--- src/rtl/fifo_wr_arbiter_pkg.sv ---
// Shared definitions for the FIFO write arbiter: FSM encoding and width helper.
// Latency: n/a (types and constant functions only).
// Backpressure: n/a.
package fifo_wr_arbiter_pkg;

  // Arbiter FSM: IDLE picks an owner, BURST moves words from that owner.
  typedef enum logic {
    ST_IDLE  = 1'b0,
    ST_BURST = 1'b1
  } arb_state_t;

  // Bits needed to index 'value' entries; never less than 1 so that
  // degenerate sizes still produce a legal vector.
  function automatic int clog2(input int value);
    int w;
    w = 1;
    for (int i = 1; i < 31; i++) begin
      if ((1 << i) < value) w = i + 1;
    end
    return w;
  endfunction

endpackage

--- src/rtl/fifo_wr_arbiter_if.sv ---
// Producer/FIFO-facing bundle of the write arbiter.
// Latency: n/a (wires only).
// Backpressure: req_ready per producer, fifo_full from the FIFO.
interface fifo_wr_arbiter_if
  import fifo_wr_arbiter_pkg::*;
#(
  parameter int NUM_REQ    = 4,
  parameter int DATA_WIDTH = 32,
  parameter int IDX_W      = clog2(NUM_REQ)
);

  logic                          enable;
  logic [NUM_REQ-1:0]            req_valid;
  logic [NUM_REQ*DATA_WIDTH-1:0] req_data;
  logic [NUM_REQ-1:0]            req_ready;
  logic                          fifo_full;
  logic                          fifo_cs;
  logic                          fifo_wr_en;
  logic [DATA_WIDTH-1:0]         fifo_data_in;
  logic [IDX_W-1:0]              grant_id;
  logic                          busy;

  // Arbiter side.
  modport slave (
    input  enable, req_valid, req_data, fifo_full,
    output req_ready, fifo_cs, fifo_wr_en, fifo_data_in, grant_id, busy
  );

  // Producers, FIFO and control side.
  modport master (
    output enable, req_valid, req_data, fifo_full,
    input  req_ready, fifo_cs, fifo_wr_en, fifo_data_in, grant_id, busy
  );

endinterface

--- src/rtl/fifo_wr_arbiter_rr_pick.sv ---
// Rotating-priority encoder: first set request at or after ptr, wrapping upward.
// Latency: combinational.
// Backpressure: none.
module fifo_wr_arbiter_rr_pick
  import fifo_wr_arbiter_pkg::*;
#(
  parameter int NUM_REQ = 4,
  parameter int IDX_W   = clog2(NUM_REQ)
) (
  input  logic [NUM_REQ-1:0] req,
  input  logic [IDX_W-1:0]   ptr,
  output logic               any,
  output logic [IDX_W-1:0]   idx
);

  // Walk from the farthest offset down to ptr so the nearest hit wins.
  always_comb begin
    any = |req;
    idx = '0;
    for (int k = NUM_REQ - 1; k >= 0; k--) begin
      if (req[(int'(ptr) + k) % NUM_REQ]) idx = IDX_W'((int'(ptr) + k) % NUM_REQ);
    end
  end

endmodule

--- src/rtl/fifo_wr_arbiter.sv ---
// Round-robin arbiter sharing one FIFO write port among NUM_REQ producers, bursts of up to MAX_BURST.
// Latency: one IDLE arbitration cycle, then a word per cycle written on the same edge it is accepted.
// Backpressure: fifo_full holds the grant without transfer; ready never depends on valid.
module fifo_wr_arbiter
  import fifo_wr_arbiter_pkg::*;
#(
  parameter int NUM_REQ    = 4,
  parameter int DATA_WIDTH = 32,
  parameter int MAX_BURST  = 4
) (
  input  logic              clk,
  input  logic              reset_n,
  fifo_wr_arbiter_if.slave  bus
);

  localparam int IDX_W = clog2(NUM_REQ);
  localparam int CNT_W = clog2(MAX_BURST);
  localparam logic [CNT_W-1:0] LAST_BEAT = CNT_W'(MAX_BURST - 1);

  arb_state_t            r_state;
  logic [IDX_W-1:0]      r_rr_ptr;
  logic [IDX_W-1:0]      r_owner;
  logic [CNT_W-1:0]      r_burst_cnt;
  logic [IDX_W-1:0]      r_grant_id;
  logic                  r_busy;

  logic                  w_pick_any;
  logic [IDX_W-1:0]      w_pick_idx;
  logic                  w_owner_vld;
  logic                  w_grant_rdy;
  logic                  w_xfer;
  logic                  w_release;
  logic [IDX_W-1:0]      w_next_ptr;
  logic [DATA_WIDTH-1:0] w_owner_data;

  fifo_wr_arbiter_rr_pick #(
    .NUM_REQ (NUM_REQ),
    .IDX_W   (IDX_W)
  ) u_rr_pick (
    .req (bus.req_valid),
    .ptr (r_rr_ptr),
    .any (w_pick_any),
    .idx (w_pick_idx)
  );

  // The owner may accept whenever enabled and the FIFO has room.
  assign w_owner_vld  = bus.req_valid[r_owner];
  assign w_owner_data = bus.req_data[int'(r_owner)*DATA_WIDTH +: DATA_WIDTH];
  assign w_grant_rdy  = (r_state == ST_BURST) & bus.enable & ~bus.fifo_full;
  assign w_xfer       = w_grant_rdy & w_owner_vld;

  // Full alone never releases: an empty owner or disable does, as does the final beat.
  assign w_release  = (w_xfer && (r_burst_cnt == LAST_BEAT)) || !w_owner_vld || !bus.enable;
  assign w_next_ptr = (r_owner == IDX_W'(NUM_REQ - 1)) ? '0 : r_owner + IDX_W'(1);

  assign bus.req_ready    = w_grant_rdy ? (NUM_REQ'(1) << r_owner) : '0;
  assign bus.fifo_wr_en   = w_xfer;
  assign bus.fifo_data_in = w_xfer ? w_owner_data : '0;
  assign bus.fifo_cs      = bus.enable;
  assign bus.grant_id     = r_grant_id;
  assign bus.busy         = r_busy;

  // Grant/burst FSM with registered status outputs.
  always_ff @(posedge clk or negedge reset_n) begin
    if (!reset_n) begin
      r_state     <= ST_IDLE;
      r_rr_ptr    <= '0;
      r_owner     <= '0;
      r_burst_cnt <= '0;
      r_grant_id  <= '0;
      r_busy      <= 1'b0;
    end else begin
      case (r_state)
        ST_IDLE: begin
          if (bus.enable && w_pick_any) begin
            r_state     <= ST_BURST;
            r_owner     <= w_pick_idx;
            r_grant_id  <= w_pick_idx;
            r_burst_cnt <= '0;
            r_busy      <= 1'b1;
          end
        end
        ST_BURST: begin
          if (w_release) begin
            r_state    <= ST_IDLE;
            r_rr_ptr   <= w_next_ptr;
            r_grant_id <= '0;
            r_busy     <= 1'b0;
          end else if (w_xfer) begin
            r_burst_cnt <= r_burst_cnt + CNT_W'(1);
          end
        end
        default: begin
          r_state <= ST_IDLE;
          r_busy  <= 1'b0;
        end
      endcase
    end
  end

endmodule

--- src/flat_wrapper.sv ---
// flat-port wrapper written by rule: the top's interface ports become plain ports
module fifo_wr_arbiter_flat import fifo_wr_arbiter_pkg::*;
#(
  parameter int NUM_REQ    = 4,
  parameter int DATA_WIDTH = 32,
  parameter int MAX_BURST  = 4
)
  (clk, reset_n, bus_enable, bus_req_valid, bus_req_data, bus_fifo_full, bus_req_ready, bus_fifo_cs, bus_fifo_wr_en, bus_fifo_data_in, bus_grant_id, bus_busy);
  fifo_wr_arbiter_if #(.NUM_REQ(NUM_REQ), .DATA_WIDTH(DATA_WIDTH)) bus_i ();
  input  logic clk;
  input  logic reset_n;
  input wire logic [$bits(bus_i.enable)-1:0] bus_enable;
  input wire logic [$bits(bus_i.req_valid)-1:0] bus_req_valid;
  input wire logic [$bits(bus_i.req_data)-1:0] bus_req_data;
  input wire logic [$bits(bus_i.fifo_full)-1:0] bus_fifo_full;
  output wire logic [$bits(bus_i.req_ready)-1:0] bus_req_ready;
  output wire logic [$bits(bus_i.fifo_cs)-1:0] bus_fifo_cs;
  output wire logic [$bits(bus_i.fifo_wr_en)-1:0] bus_fifo_wr_en;
  output wire logic [$bits(bus_i.fifo_data_in)-1:0] bus_fifo_data_in;
  output wire logic [$bits(bus_i.grant_id)-1:0] bus_grant_id;
  output wire logic [$bits(bus_i.busy)-1:0] bus_busy;
  assign bus_i.enable = bus_enable;
  assign bus_i.req_valid = bus_req_valid;
  assign bus_i.req_data = bus_req_data;
  assign bus_i.fifo_full = bus_fifo_full;
  assign bus_req_ready = bus_i.req_ready;
  assign bus_fifo_cs = bus_i.fifo_cs;
  assign bus_fifo_wr_en = bus_i.fifo_wr_en;
  assign bus_fifo_data_in = bus_i.fifo_data_in;
  assign bus_grant_id = bus_i.grant_id;
  assign bus_busy = bus_i.busy;
  fifo_wr_arbiter #(.NUM_REQ(NUM_REQ), .DATA_WIDTH(DATA_WIDTH), .MAX_BURST(MAX_BURST)) u_core (.clk(clk), .reset_n(reset_n), .bus(bus_i));
endmodule
--- config.mk ---
export PLATFORM = sky130hd
export DESIGN_NAME = fifo_wr_arbiter_flat
export DESIGN_NICKNAME = d
export VERILOG_FILES = /design/src/rtl/fifo_wr_arbiter_pkg.sv /design/src/rtl/fifo_wr_arbiter_if.sv /design/src/rtl/fifo_wr_arbiter_rr_pick.sv /design/src/rtl/fifo_wr_arbiter.sv /design/src/flat_wrapper.sv
export SDC_FILE = /design/constraint.sdc
export NUM_CORES = 1
export LEC_CHECK = 0
export CORE_ASPECT_RATIO = 0.7
export CORE_MARGIN = 3
export CORE_UTILIZATION = 29
export CTS_CLUSTER_DIAMETER = 120
export DETAILED_ROUTE_END_ITERATION = 16
export HOLD_SLACK_MARGIN = 0.1
export MAX_ROUTING_LAYER = met4
export PLACE_DENSITY = 0.84
export SLEW_MARGIN = 25
export SYNTH_ARGS = -nofsm -noshare
export SYNTH_HDL_FRONTEND = slang
export SYNTH_SLANG_ARGS = --single-unit
--- constraint.sdc ---
create_clock -name clk -period 2.3 [get_ports clk]
set_input_delay 0.345 -clock clk [delete_from_list [all_inputs] [get_ports clk]]
set_output_delay 0.345 -clock clk [all_outputs]
set_load 0.01 [all_outputs]
==> flow_summary.toml, run 1 <==
[sta]
setup_viol = 0
fmaxAchievable_ghz = 0.439
relSlewSlack_pct = 68.7
worst_pin_slew_ns = 0.467
clock_skew_ns = 0.00573
fin_crit_sh_pct = 99.0
rsz0062_at_grt = "true"
setup_ws_ns = 0.0234
min_period_ns = 2.28
drv_slew = 0
hold_violations = 0

[clock_tree]
cts_root_buf = "clkbuf_8"
tritoncts = "built"
htreeDepth = 1
cts.sinks = 10
cts_made_buffers = 3
clockBufferDepth = 2
cts.clk_slew.worst_paths_ns = 0.05
clkLatencyLatePin_ns = 0.24

[finish]
layout-drive-gt1-share_pct = 18.5
antennaDiodeCount = 0
fillers = 406
final_util_pct = 68.7
nNetsFinal = 467
fin_area_mm2 = 0.00367
syn_to_final_growth_pct = 125
fin_cells = 397

[place]
dpl.cell_count = 390
placed_area_mm2 = 0.00357
io_buffers = 176
gp_congestion = 0.797
hpwl_mm = 5.72
dpl_worst_slack_ns = -0.205

[critical_path]
r2r_end = "u_core.r_rr_ptr[1]"
r2r_setup_slack_ns = 0.27
critPathBufInv = 3
reg2regPathDepth = 5
cp.required_ns = 1.96
cp_data_arrival_time_ns = 1.93
reg2reg_from = "u_core.r_owner[0]"
cpPeakStageDelay_ns = 0.52
cp_max_fo = 34
crit_type = "in2out"
crit_path_start_kind = "input port"
end_kind = "output pin"
critPathSlowestCell = "mux4_2"
crit_chain = "clkdlybuf4s50_1 > mux4_2 > buf_12 > and3_1 > dlygate4sd2_1"
crit_family = "buffers and inverters"

[synth]
avgSynthCellArea_um2 = 11.4
synth_top_area_share_pct = 45.6
syn_nets = 284
synth_ff_type = "dfrtp_1"
syn-instance-count = 143
synth-seq-cells = 10
netlist_area_mm2 = 0.00163
yosysSeqAreaShare_pct = 15.4
async_flop_share_pct = 100
synth_edf_count = 0
ys_types = 30
yosysTopAreaCell = "mux4_2"
netlist_top_cells_count = "mux4_2, and3_1, dfrtp_1, nand2_1"
yosys_warnings = 0
yosysMostFrequentCell = "mux4_2"
ys_top_cells_by_area = "mux4_2, dfrtp_1, and3_1, ha_1, nand3_1"

[floorplan]
die_height_um = 68.7
core_mm2 = 0.00534
start_util_pct = 30.5
die-area_mm2 = 0.00657
fp-row-count = 22
die_x_um = 95.6
ios = 177

[route]
wl_per_cell_um = 18.0
routed_wl_mm = 7.15
routed_via_density = 4.95
drc = 0
antenna_left = 0
dr_total_vias = 1967
firstDrtPassIters = 4
drt_iter0_drc = 37

[global_routing]
grt_max_degree = 37
grt_pass1_vias = 1912
grt_overflow = 0
grt_usage_pct = 20.5
grt_pass1_wl_mm = 9.95
antenna_found_initial = 0

[outcome]
status = "complete, no violations"

[min_path]
min_path_type = "in2async"

[power]
p_per_area_mw_per_mm2 = 620
vdd_ir_drop_max_uv = 349
p_leak_nw = 1.63

[job]
cap_violations = 0
[flip-flops by register name (all words and copies together) (netlist names)]
signal	flops
u_core.r_burst_cnt	2
u_core.r_owner	2
u_core.bus.grant_id	2
u_core.r_rr_ptr	2
u_core.bus.busy	1
u_core.r_state	1
[cells by family (layout without fill, tap and decap cells)]
group | count (synthesis) | after routing | synth area share [%]
flops | 10 | 10 | 15.4
simple gates | 61 | 61 | 21.7
mux | 35 | 35 | 47.2
buf+inv | 21 | 203 | 5.84
fa+ha+maj | 5 | 5 | 3.84
compound gates | 11 | 11 | 6.14
[report_power, final]
| group | internal, W | leakage, nW | switching (W) |
|---|---|---|---|
| clock network | 0.000121 | 0.0228 | 0.0000656 |
| logic | 0.00108 | 1.48 | 0.000676 |
| registers | 0.000250 | 0.125 | 0.0000865 |
[area by class of cell]
type / count / area [µm²] / area share, %
clock buffer: 4 / 45.0 / 1.23
inverter: 6 / 22.5 / 0.614
tap: 72 / 90.1 / 2.45
sequential: 10 / 251 / 6.85
timing repair buffer: 193 / 1970 / 53.7
multi-input combinational: 112 / 1290 / 35.2
[per-layer routing]
metal / share of wire, % / up-vias / global-route usage (%)
met2: 52 / 93 / 39.0
met3: 8.6 / 8 / 3.47
met4: 1.2 / 0 / 4.08
li1: - / 943 / -
met1: 38 / 923 / 23.0
met5: 0 / - / -
[metrics by stage]
stage,hold slack (ns),setup TNS (ns),power [W]
after global placement,0.495,-4.35,0.00203
after floorplan,0.0494,0,0.00137
after global routing,0.459,-0.104,0.00244
after detailed placement,0.511,-5.88,0.00206
final,0.432,0,0.00228
after CTS,0.455,0,0.00223
[worst max path at each step]
stage / start / end / slack, ns / depth (start not counted)
after floorplan: u_core.r_owner[0] / bus_fifo_data_in[10] / 0.41 / 4
after global placement: bus_req_valid[3] / bus_fifo_data_in[15] / -0.15 / 5
after detailed placement: bus_req_valid[3] / bus_fifo_data_in[20] / -0.20 / 5
after CTS: bus_req_valid[3] / bus_fifo_data_in[15] / 0.0007 / 5
after global routing: u_core.r_owner[0] / bus_fifo_data_in[5] / -0.04 / 4
final: bus_req_valid[3] / bus_fifo_data_in[5] / 0.02 / 5
[cells in the final DEF (no fill, tap or decap)]
cell type,Yosys,routed
a32oi_1,1,1
clkbuf_8,0,3
o21ai_0,1,1
buf_4,1,10
ha_1,5,5
nand3_1,8,8
mux2_4,1,1
dlygate4sd2_1,0,9
nand2_1,10,10
mux4_2,33,33
buf_6,1,1
and2_1,4,4
dfrtp_1,10,9
clkbuf_16,0,2
nor2b_1,1,1
o41ai_2,1,1
a31o_4,1,1
clkbuf_1,8,1
mux2i_1,1,1
a21boi_0,2,2
buf_12,0,4
inv_1,6,6
nor2_4,0,1
dlymetal6s2s_1,0,3
nand3b_2,1,1
nand2b_1,3,3
clkdlybuf4s50_1,0,140
o311ai_1,1,1
clkdlybuf4s15_1,0,23
or4b_1,1,1
clkbuf_2,0,1
dfrtp_2,0,1
o211ai_1,1,1
and3_1,32,32
a21oi_1,1,1
o31ai_1,1,1
o221ai_1,1,1
[repair_timing]
item,in CTS,in global routing
resized for setup,34,29
endpoints found under the setup margin,33,33
cloned,0,2
hold buffers,0,0
buffers inserted,0,1
pin swaps,0,1
Note: power is estimated with default switching activity, not from simulation.
==> run 2: changes to the inputs <==
CORE_MARGIN = 2   (was 3)
SLEW_MARGIN = 20   (was 25)
==> run 2 against run 1 <==
Net effect:
- the flow now finishes with violations (setup timing)
- clock skew decreased by 0.0039 ns
- global-route usage increased by 3.2 points
- largest power group unchanged
- cell area decreased by 1.8%
- largest cell class unchanged
==> flow_summary.toml, run 2 (synthesis gave the netlist of run 1 again) <==
[critical_path]
reg2reg_from = "u_core.r_owner[0]"
r2r_end = "u_core.r_rr_ptr[1]"
end_kind = "output pin"
cp.required_ns = 1.96
crit_path_start_kind = "input port"
critPathSlowestCell = "mux4_2"
cp_data_arrival_time_ns = 1.99
r2r_setup_slack_ns = 0.08
critPathBufInv = 3
crit_family = "buffers and inverters"
cpPeakStageDelay_ns = 0.56
path_depth = 5
crit_chain = "clkdlybuf4s50_1 > mux4_2 > buf_12 > and3_1 > dlygate4sd2_1"
reg2regPathDepth = 6
crit_type = "in2out"
cp_max_fo = 17

[min_path]
min_path_type = "in2async"

[sta]
min_period_ns = 2.33
rsz0062_at_grt = "true"
clock_skew_ns = 0.00187
fin_crit_sh_pct = 101
hold_violations = 0
drv_slew = 0
relSlewSlack_pct = 68.8
worst_pin_slew_ns = 0.467
fmaxAchievable_ghz = 0.429
setup_ws_ns = -0.0323
timing.hold.ws_ns = 0.433
setup_viol = 1

[power]
vdd_ir_drop_max_uv = 590
report.power.total_w = 0.00240
p_per_area_mw_per_mm2 = 666
p_leak_nw = 1.63

[floorplan]
fp-row-count = 22
die_x_um = 93.6
start_util_pct = 30.5
die-area_mm2 = 0.00624
core_mm2 = 0.00534
ios = 177
die_height_um = 66.7

[global_routing]
use_met2_pct = 43.2
grt_usage_pct = 23.7
busiest_layer = "met2"
use_met3_pct = 5.20
grt_max_degree = 38
grt_pass1_wl_mm = 10.9
grt_overflow = 0
grt_use_met1_pct = 27.7
antenna_found_initial = 0
grt_pass1_vias = 2039

[finish]
multi_input_area_mm2 = 0.00129
syn_to_final_growth_pct = 121
antennaDiodeCount = 0
regArea_um2 = 251
final_common_cell = "clkdlybuf4s50_1"
nNetsFinal = 468
mostFrequentLayoutCells = "clkdlybuf4s50_1, mux4_2, and3_1, clkbuf_2, nand2_1"
fillers = 405
layout-drive-gt1-share_pct = 26.7
fin_cells = 398

[place]
gp_congestion = 0.816
io_buffers = 176
dpl.cell_count = 389
hpwl_mm = 5.81

[clock_tree]
cts.clk_slew.worst_paths_ns = 0.05
cts_hold_buf = 0
cts.sinks = 10
clockBufferDepth = 2
htreeDepth = 1
cts_made_buffers = 3
clkLatencyLatePin_ns = 0.23
cts_root_buf = "clkbuf_8"
tritoncts = "built"

[outcome]
status = "finished, violations left"
violations = "setup timing"

[job]
cap_violations = 0

[route]
routed_wl_mm = 7.54
dr_total_vias = 2018
wl_per_cell_um = 18.9
routed_via_density = 5.07
drt_iter0_drc = 42
antenna_left = 0
drc = 0
firstDrtPassIters = 4
[run 2: changes by cell type in the layout (fill, tap and decap cells not counted), sizes merged]
cell / change
clkbuf: +21
clkdlybuf4s50: -2
dlymetal6s2s: +1
buf: +4
dlygate4sd2: -7
clkdlybuf4s15: -16
[run 2: what timing repair did]
action                                  CTS  global route
endpoints found under the setup margin   33            37
gates resized for setup                  60            42
setup buffers                             0             2
gates cloned                              1             2
pin swaps                                 0             1
[run 2: worst max path at each step]
stage,from,end,slack [ns]
2_1_floorplan,u_core.r_owner[0],bus_fifo_data_in[10],0.41
5_1_grt,u_core.r_owner[0],bus_fifo_data_in[9],-0.07
3_5_place_dp,bus_req_valid[2],bus_fifo_data_in[12],-0.22
6_report,bus_req_valid[0],bus_fifo_data_in[9],-0.03
3_3_place_gp,bus_req_valid[3],bus_fifo_data_in[12],-0.16
4_1_cts,bus_req_valid[3],bus_fifo_data_in[13],-0.05
[run 2: per-layer routing]
| metal | up-vias | part of all wire (%) |
|---|---|---|
| met1 | 969 | 40 |
| met2 | 97 | 50 |
| met5 | - | 0 |
| li1 | 942 | - |
| met3 | 10 | 8.6 |
| met4 | 0 | 1.2 |
[run 2: layout make-up]
class | instances | share of cell area, %
multi-input combinational | 112 | 35.8
clock buffer | 4 | 1.53
timing repair buffer | 194 | 52.6
tap | 72 | 2.50
sequential | 10 | 6.98
inverter | 6 | 0.625
[run 2: where the power goes]
group	internal, W	switching (W)	total [W]
combinational	0.00113	0.000708	0.00184
sequential	0.000250	0.0000952	0.000345
clock	0.000150	0.0000686	0.000219
[run 2: stage by stage]
step	setup TNS [ns]	instance area [µm²]	setup slack, ns	util (%)
3_3_place_gp	-4.24	3580	-0.164	67.1
4_1_cts	-0.365	3660	-0.0457	68.5
3_5_place_dp	-6.01	3580	-0.217	67.1
2_1_floorplan	0	1630	0.407	-
5_1_grt	-0.104	3600	-0.0737	67.5
6_report	-0.0323	3600	-0.0323	67.5
[run 2: worst reg2reg max path: stages, from the launching register on]
cell,delay [ns]
dfrtp_2,0.46
mux4_2,0.62
buf_6,0.19
buf_4,0.14
buf_4,0.14
a31o_4,0.25
mux2_4,0.30
==> run 3: changes to the inputs <==
ABC_AREA = 1   (was default)
CORE_UTILIZATION = 31   (was 29)
PLACE_DENSITY = 0.83   (was 0.84)
==> run 3 against run 2 <==
Net effect:
- the flow now finishes without violations
- via count is 52% higher
- sequential share of layout area is 0.51 points lower
- largest power group unchanged
- power is 25% higher
==> flow_summary.toml, run 3 <==
[outcome]
status = "complete, no violations"

[floorplan]
die-area_mm2 = 0.00675
core_mm2 = 0.00581
start_util_pct = 32.5
fp-row-count = 23
die_x_um = 97.3
ios = 177
die_height_um = 69.3

[power]
p_per_area_mw_per_mm2 = 773
vdd_ir_drop_max_uv = 377
p_leak_nw = 1.80

[clock_tree]
cts.sinks = 10
cts.clk_slew.worst_paths_ns = 0.05
cts_made_buffers = 3
htreeDepth = 1
tritoncts = "built"
clockBufferDepth = 2
clkLatencyLatePin_ns = 0.25
cts_hold_buf = 0
cts_root_buf = "clkbuf_8"

[critical_path]
end_kind = "output pin"
cp_max_fo = 34
cp.required_ns = 1.96
crit_type = "reg2out"
crit_path_start_kind = "flip-flop"
r2r_setup_slack_ns = 0.77
cp_data_arrival_time_ns = 1.84

[synth]
yosys_warnings = 0
syn_nets = 507
yosysMostFrequentCell = "nor2_1"
synth_top_area_share_pct = 28.2
ys_types = 20
avgSynthCellArea_um2 = 5.16
syn-instance-count = 366
netlist_area_mm2 = 0.00189
synth_ff_type = "dfrtp_1"
synth-seq-cells = 10
yosysSeqAreaShare_pct = 13.2
async_flop_share_pct = 100
yosysTopAreaCell = "nor2_1"
ys_top_cells_by_area = "nor2_1, o21ai_0, dfrtp_1, nand2_1, a21oi_1"
netlist_top_cells_count = "nor2_1, o21ai_0, nand2_1"
synth_edf_count = 0

[finish]
layout-drive-gt1-share_pct = 8.50
antennaDiodeCount = 0
final_common_cell = "clkdlybuf4s50_1"
nNetsFinal = 683
syn_to_final_growth_pct = 106
fillers = 554
multi_input_area_mm2 = 0.00146
regArea_um2 = 251
mostFrequentLayoutCells = "clkdlybuf4s50_1, nor2_1, o21ai_0, nand2_1, dlygate4sd2_1"
final_util_pct = 66.9

[place]
io_buffers = 176
hpwl_mm = 6.77
gp_congestion = 0.971

[route]
antenna_left = 0
firstDrtPassIters = 6
drc = 0
dr_total_vias = 3061
drt_iter0_drc = 231
routed_wl_mm = 8.96
wl_per_cell_um = 14.5
routed_via_density = 4.97

[sta]
setup_viol = 0
relSlewSlack_pct = 68.2
worst_pin_slew_ns = 0.476
drv_slew = 0
fin_crit_sh_pct = 94.9
min_period_ns = 2.18
rsz0062_at_grt = "false"
clock_skew_ns = 0.00868
fmaxAchievable_ghz = 0.458
setup_tns_ns = 0
hold_violations = 0

[global_routing]
grt_max_degree = 55
grt_usage_pct = 24.7
antenna_found_initial = 0
grt_pass1_wl_mm = 13.5
grt_pass1_vias = 2875
grt_overflow = 0

[job]
cap_violations = 0

[min_path]
min_path_type = "in2async"
[run 3: cell types whose count changed in the layout (fill, tap and decap cells not counted), moves of 10 or more]
| cell | before | now |
|---|---|---|
| o21ai_0 | 1 | 67 |
| and3_1 | 32 | 0 |
| clkbuf_2 | 22 | 0 |
| mux4_2 | 33 | 0 |
| dlygate4sd2_1 | 2 | 32 |
| nor2_1 | 0 | 141 |
| a21oi_2 | 0 | 10 |
| inv_1 | 6 | 17 |
| nand2_1 | 10 | 39 |
| a21oi_1 | 1 | 25 |
[run 3: routing by layer]
metal	wire, µm	track usage [%]	part of all wire [%]
met1	3780	30.0	42
met2	4360	42.9	49
met3	641	3.93	7.2
met4	177	6.79	2.0
met5	0	-	0
[run 3: stage by stage]
step / hold slack [ns] / worst slack [ns] / area (µm²) / total power [W] / std cells
detailed placement: 0.465 / -0.172 / 3790 / 0.00267 / 609
finish: 0.424 / 0.117 / 3890 / 0.00301 / 616
CTS: 0.439 / 0.00517 / 3810 / 0.00289 / 613
global placement: 0.461 / -0.0666 / 3790 / 0.00263 / 609
global route: 0.461 / 0.0116 / 3890 / 0.00331 / 616
floorplan: 0.0494 / 0.622 / 1890 / 0.00180 / 366
[run 3: cells by family after synthesis]
| group | after synthesis | synth area share, % |
|---|---|---|
| flip-flops | 10 | 13.2 |
| AO/OA/AOI/OAI | 104 | 29.5 |
| adder cells (fa/ha/maj) | 5 | 3.31 |
| AND/OR/NAND/NOR | 202 | 43.4 |
| buffers and inverters | 45 | 10.5 |
[run 3: area by class of cell]
class / count / area share (%)
clock buffers: 4 / 1.41
inverters: 19 / 1.90
multi-input cells: 311 / 37.4
flip-flops and latches: 10 / 6.46
well taps: 75 / 2.41
repair buffers: 197 / 50.4
[run 3: timing repair]
item                       4_1_cts  5_1_grt
cloned                           0        2
buffers inserted                 0        1
resized for setup               33        6
setup endpoints to repair       33        3
pin swaps                        0        0
[run 3: critical path: stages, from the launching register on]
cell,delay (ns)
dfrtp_2,0.41
buf_4,0.15
buf_12,0.18
ha_1,0.16
inv_1,0.04
nor2_1,0.10
clkdlybuf4s50_1,0.54
[run 3: worst paths after layout]
| kind | from | to | depth (start not counted) |
|---|---|---|---|
| max | u_core.r_owner[0] | bus_req_ready[3] | 6 |
| min | reset_n | u_core.bus.grant_id[0] | 1 |
| max reg2reg | u_core.r_rr_ptr[0] | u_core.bus.grant_id[0] | 9 |
| min reg2reg | u_core.bus.busy | u_core.bus.busy | 2 |
| max in group asynchronous | reset_n | u_core.r_owner[0] | 1 |
| min in group clk | u_core.bus.busy | u_core.bus.busy | 2 |
[run 3: where the power goes]
part           total [W]  switching [W]  internal [W]  leakage [nW]
Clock           0.000229      0.0000774      0.000151        0.0288
Combinational    0.00244        0.00140       0.00104          1.65
Sequential      0.000335      0.0000808      0.000255         0.120
==> patch 1, RTL diff (flow settings as in run 2) <==
`DATA_WIDTH` is set to 32 in 3 places; all go to 16.
--- a/src/rtl/fifo_wr_arbiter_if.sv
+++ b/src/rtl/fifo_wr_arbiter_if.sv
@@ -5,7 +5,7 @@
   import fifo_wr_arbiter_pkg::*;
 #(
   parameter int NUM_REQ    = 4,
-  parameter int DATA_WIDTH = 32,
+  parameter int DATA_WIDTH = 16,
   parameter int IDX_W      = clog2(NUM_REQ)
 );
 
--- a/src/rtl/fifo_wr_arbiter.sv
+++ b/src/rtl/fifo_wr_arbiter.sv
@@ -5,7 +5,7 @@
   import fifo_wr_arbiter_pkg::*;
 #(
   parameter int NUM_REQ    = 4,
-  parameter int DATA_WIDTH = 32,
+  parameter int DATA_WIDTH = 16,
   parameter int MAX_BURST  = 4
 ) (
   input  logic              clk,
--- a/src/flat_wrapper.sv
+++ b/src/flat_wrapper.sv
@@ -2,7 +2,7 @@
 module fifo_wr_arbiter_flat import fifo_wr_arbiter_pkg::*;
 #(
   parameter int NUM_REQ    = 4,
-  parameter int DATA_WIDTH = 32,
+  parameter int DATA_WIDTH = 16,
   parameter int MAX_BURST  = 4
 )
   (clk, reset_n, bus_enable, bus_req_valid, bus_req_data, bus_fifo_full, bus_req_ready, bus_fifo_cs, bus_fifo_wr_en, bus_fifo_data_in, bus_grant_id, bus_busy);
Interface: changed (resized bus_fifo_data_in and bus_req_data); port bits go from 177 to 97. No check against the original RTL was run, so the function may have changed too.
==> patch 1 against run 2 <==
Critical path depth down 1; total power down 31%; worst hold slack better by 7.1 ps; count of clock-buffer cells in the layout down 1; die area down 28%; sequential cell count unchanged; wire length down 44%; synthesized area down 29%; design area down 35%; first-iteration DRC count down 38%; setup slack better by 82 ps; critical path type is now flip-flop to output pin; critical endpoint is now bus_fifo_data_in[7].
==> patch 1: results (changes against run 2) <==
metric	value	unit	change
critPathArrivalTime	1910	ps	was 1990 ps
buf_share	48.0	%	was 52.6%
syn_avg_cell_area	10.8	µm²	was 11.4 µm²
routedWlPerCell	16.0	µm	was 18.9 µm
leakage	1.11	nW	was 1.63 nW
sh_seq_area	10.8	%	was 6.98%
endpoint	bus_fifo_data_in[7]		was bus_fifo_data_in[9]
critical_path.top_delay_family	multiplexers		was buffers and inverters
synth.distinct_cells	26		was 30
synth-compound-area-share	7.93	%	was 6.14%
setup.worst_path.class	flip-flop to output pin		was primary input to output pin
grt_pass1_vias	1377		was 2039
tightest_slew	481	ps	was 467 ps
multi_input_area_share	35.6	%	was 35.8%
ir_drop	0.000436	V	was 0.000590 V
grt_max_degree	21		was 38
p_sw	0.588	mW	was 0.871 mW
worst_hold_slack	440	ps	was 433 ps
taps	52		was 72
synth_area_leaders	mux4_2 33%, dfrtp_1 22%, and3_1 8.7%, ha_1 5.4%, nand3_1 3.9%		was mux4_2 46%, dfrtp_1 15%, and3_1 12%, ha_1 3.8%, nand3_1 2.5%
multi_input_cells	82		was 112
yosysSeqAreaShare	21.7	%	was 15.4%
final_cells	264		was 398
syn_nets	184		was 284
cts-resized-gates	18		was 60
n_all_buffers	111		was 194
cp_max_fo	10		was 17
synthMuxAreaShare	35.4	%	was 47.2%
via_per_inst	4.97		was 5.07
grt_usage	19.5	%	was 23.7%
ff2ff_path_depth	4		was 6
pg_clk	0.178	mW	was 0.219 mW
run_status	completed		was finished, violations left
power_density	712	nW/µm²	was 666 nW/µm²
min_period	2250	ps	was 2330 ps
dp_worst_setup_slack	-190	ps	was -217 ps
synthTopCellsByCount	17 x mux4_2, 16 x and3_1, 11 x nand2_1		was 33 x mux4_2, 32 x and3_1, 10 x dfrtp_1, 10 x nand2_1
grt_first_pass_wirelength	6610	µm	was 10900 µm
place_area	2230	µm²	was 3580 µm²
power.total	1.66	mW	was 2.40 mW
final-clk-cell-share	1.78	%	was 1.53%
==> patch 1: cell types whose count changed in the layout (fill, tap and decap cells not counted), moves of 2 or more <==
cell / change
and3_1: -16
buf_12: -5
buf_2: -3
buf_4: +2
clkbuf_2: -22
clkdlybuf4s15_1: -6
clkdlybuf4s50_1: -63
dlygate4sd2_1: +15
mux4_2: -16
or3_1: +2
==> patch 1: layer usage <==
| layer | track usage, % | wire length, µm | vias up |
|---|---|---|---|
| met5 | - | 0 | - |
| met4 | 4.93 | 25 | 0 |
| met1 | 22.9 | 1790 | 640 |
| met3 | 3.54 | 268 | 4 |
| li1 | - | - | 620 |
| met2 | 34.5 | 2140 | 48 |
==> patch 1: logic make-up (layout without fill, tap and decap cells) <==
group,Yosys count,count (layout)
flops,10,10
mux,19,19
compound gates,10,10
buf+inv,15,120
fa+ha+maj,5,5
simple gates,48,48
==> patch 2, RTL diff (settings of run 2) <==
Made on the original files. Reset style: synchronous (`reset_n`), changed in one clocked block.
--- a/src/rtl/fifo_wr_arbiter.sv
+++ b/src/rtl/fifo_wr_arbiter.sv
@@ -61,7 +61,7 @@
   assign bus.busy         = r_busy;
 
   // Grant/burst FSM with registered status outputs.
-  always_ff @(posedge clk or negedge reset_n) begin
+  always_ff @(posedge clk) begin
     if (!reset_n) begin
       r_state     <= ST_IDLE;
       r_rr_ptr    <= '0;
Function: differs if reset_n is asserted again (counterexample within 4 cycles, from zero or initial values and one cycle with reset_n low); with reset_n held inactive, the same outputs for 4 cycles.
==> patch 2 against run 2 <==
Sequential share of layout area is 1.4 points lower; setup slack better by 100 ps; synthesized area is 0.54% higher; sequential cell count stayed put; non-clock buffer count stayed put; design area increased by 1.2%; wire length down 7.7%; register-to-register slack better by 540 ps; critical endpoint is now bus_fifo_data_in[7].
Power is not compared: it rests on default switching activity, and its combinational part moved more than twofold at a synthesized area within 25%.
==> patch 2: results (changes against run 2) <==
metric	value	unit	change
run_status	completed		was finished, violations left
synthTopCellsByCount	33 x mux4_2, 33 x nor2b_1, 10 x dfxtp_1		was 33 x mux4_2, 32 x and3_1, 10 x dfrtp_1, 10 x nand2_1
timing.rr.end	u_core.r_rr_ptr[0]		was u_core.r_rr_ptr[1]
critical_path.top_delay_family	multiplexers		was buffers and inverters
cp_max_fo	8		was 17
max_slew_margin	69.6	%	was 68.8%
portBuffers	176		unchanged
grt_pass1_vias	2168		was 2039
synth_area_leaders	mux4_2 45%, nor2b_1 13%, dfxtp_1 12%, ha_1 3.8%, buf_2 2.1%		was mux4_2 46%, dfrtp_1 15%, and3_1 12%, ha_1 3.8%, nand3_1 2.5%
leakage	1.46	nW	
dpl.cell_count	397		was 389
fin_worst_skew	4.46	ps	was 1.87 ps
synth_cells	149		was 143
drt_iter0_markers	64		was 42
vias	2035		was 2018
synthFlopType	dfxtp_1		was dfrtp_1
hold_class	flip-flop to flip-flop		was primary input to asynchronous set/reset pin
cp_slowest_stage_delay	560	ps	about the same
grt_first_pass_wirelength	10600	µm	was 10900 µm
grt_max_degree	22		was 38
hpwl	5800	µm	was 5810 µm
worst_hold_slack	473	ps	was 433 ps
via_per_inst	5.02		was 5.07
critPathArrivalTime	1880	ps	was 1990 ps
h-tree-depth	1		unchanged
drive_above_1_share	20.4	%	was 26.7%
syn_nets	290		was 284
synth.distinct_cells	37		was 30
regToRegStartpoint	u_core.r_owner[0]		unchanged
r2r_slack	620	ps	was 80 ps
ys_async_sr_fraction	0	%	was 100%
grt_usage	22.6	%	was 23.7%
ctsLongestPathBuffers	2		unchanged
routedWlPerCell	17.2	µm	was 18.9 µm
yosysSeqAreaShare	12.2	%	was 15.4%
num-nets-final	475		was 468
place_congestion	0.913		was 0.816
place_area	3560	µm²	was 3580 µm²
ff2ff_path_depth	5		was 6
patch 2: metrics by stage:
step / setup TNS (ps) / setup WS, ps
finish: 0 / 70.8
floorplan: 0 / 465
CTS: -35.6 / -35.6
global route: 0 / 5.30
global placement: -6300 / -208
detailed placement: -8720 / -278
patch 2: logic make-up after synthesis:
logic type	synth area share, %
fa+ha+maj	3.82
simple gates	21.2
buf+inv	6.11
flops	12.2
compound gates	9.40
mux	47.3
patch 2: worst register-to-register path, stage by stage, from the launching register on:
cell	delay (ps)
dfxtp_4	380
mux4_2	560
buf_4	190
a31oi_4	260
nand3_1	120
o31ai_1	90
patch 2: area by class of cell:
| type | count | area, µm² |
|---|---|---|
| repair buffers | 194 | 1920 |
| fillers | 429 | 1690 |
| multi-input cells | 118 | 1350 |
| flip-flops and latches | 10 | 204 |
| well taps | 72 | 90.1 |
| clock buffers | 4 | 55.1 |
| inverters | 7 | 26.3 |
patch 2: layer usage:
metal / vias up / global-route usage (%) / wire length (µm)
li1: 958 / - / -
met1: 937 / 26.9 / 2550
met2: 128 / 41.0 / 3670
met3: 12 / 4.07 / 634
met4: 0 / 3.99 / 104
met5: - / - / 0
patch 2: timing repair:
item,CTS,global route
endpoints found under the setup margin,33,3
pin swaps,0,1
gates resized for setup,57,1
gates cloned,2,0
buffers inserted,1,1
patch 2: worst max path at each step:
stage | endpoint | cells after the start | from
2_1_floorplan | bus_fifo_data_in[10] | 5 | u_core.r_owner[0]
3_3_place_gp | bus_fifo_data_in[31] | 6 | bus_req_valid[3]
3_5_place_dp | bus_fifo_data_in[31] | 6 | bus_req_valid[3]
4_1_cts | bus_fifo_data_in[17] | 6 | u_core.r_owner[0]
5_1_grt | bus_fifo_data_in[16] | 6 | u_core.r_owner[0]
6_report | bus_fifo_data_in[7] | 6 | u_core.r_owner[0]
patch 2: where the power goes:
group / internal, mW / switching, mW
Clock: 0.151 / 0.0736
Combinational: 0.370 / 0.143
Sequential: 0.183 / 0.0120
Total: 0.703 / 0.229
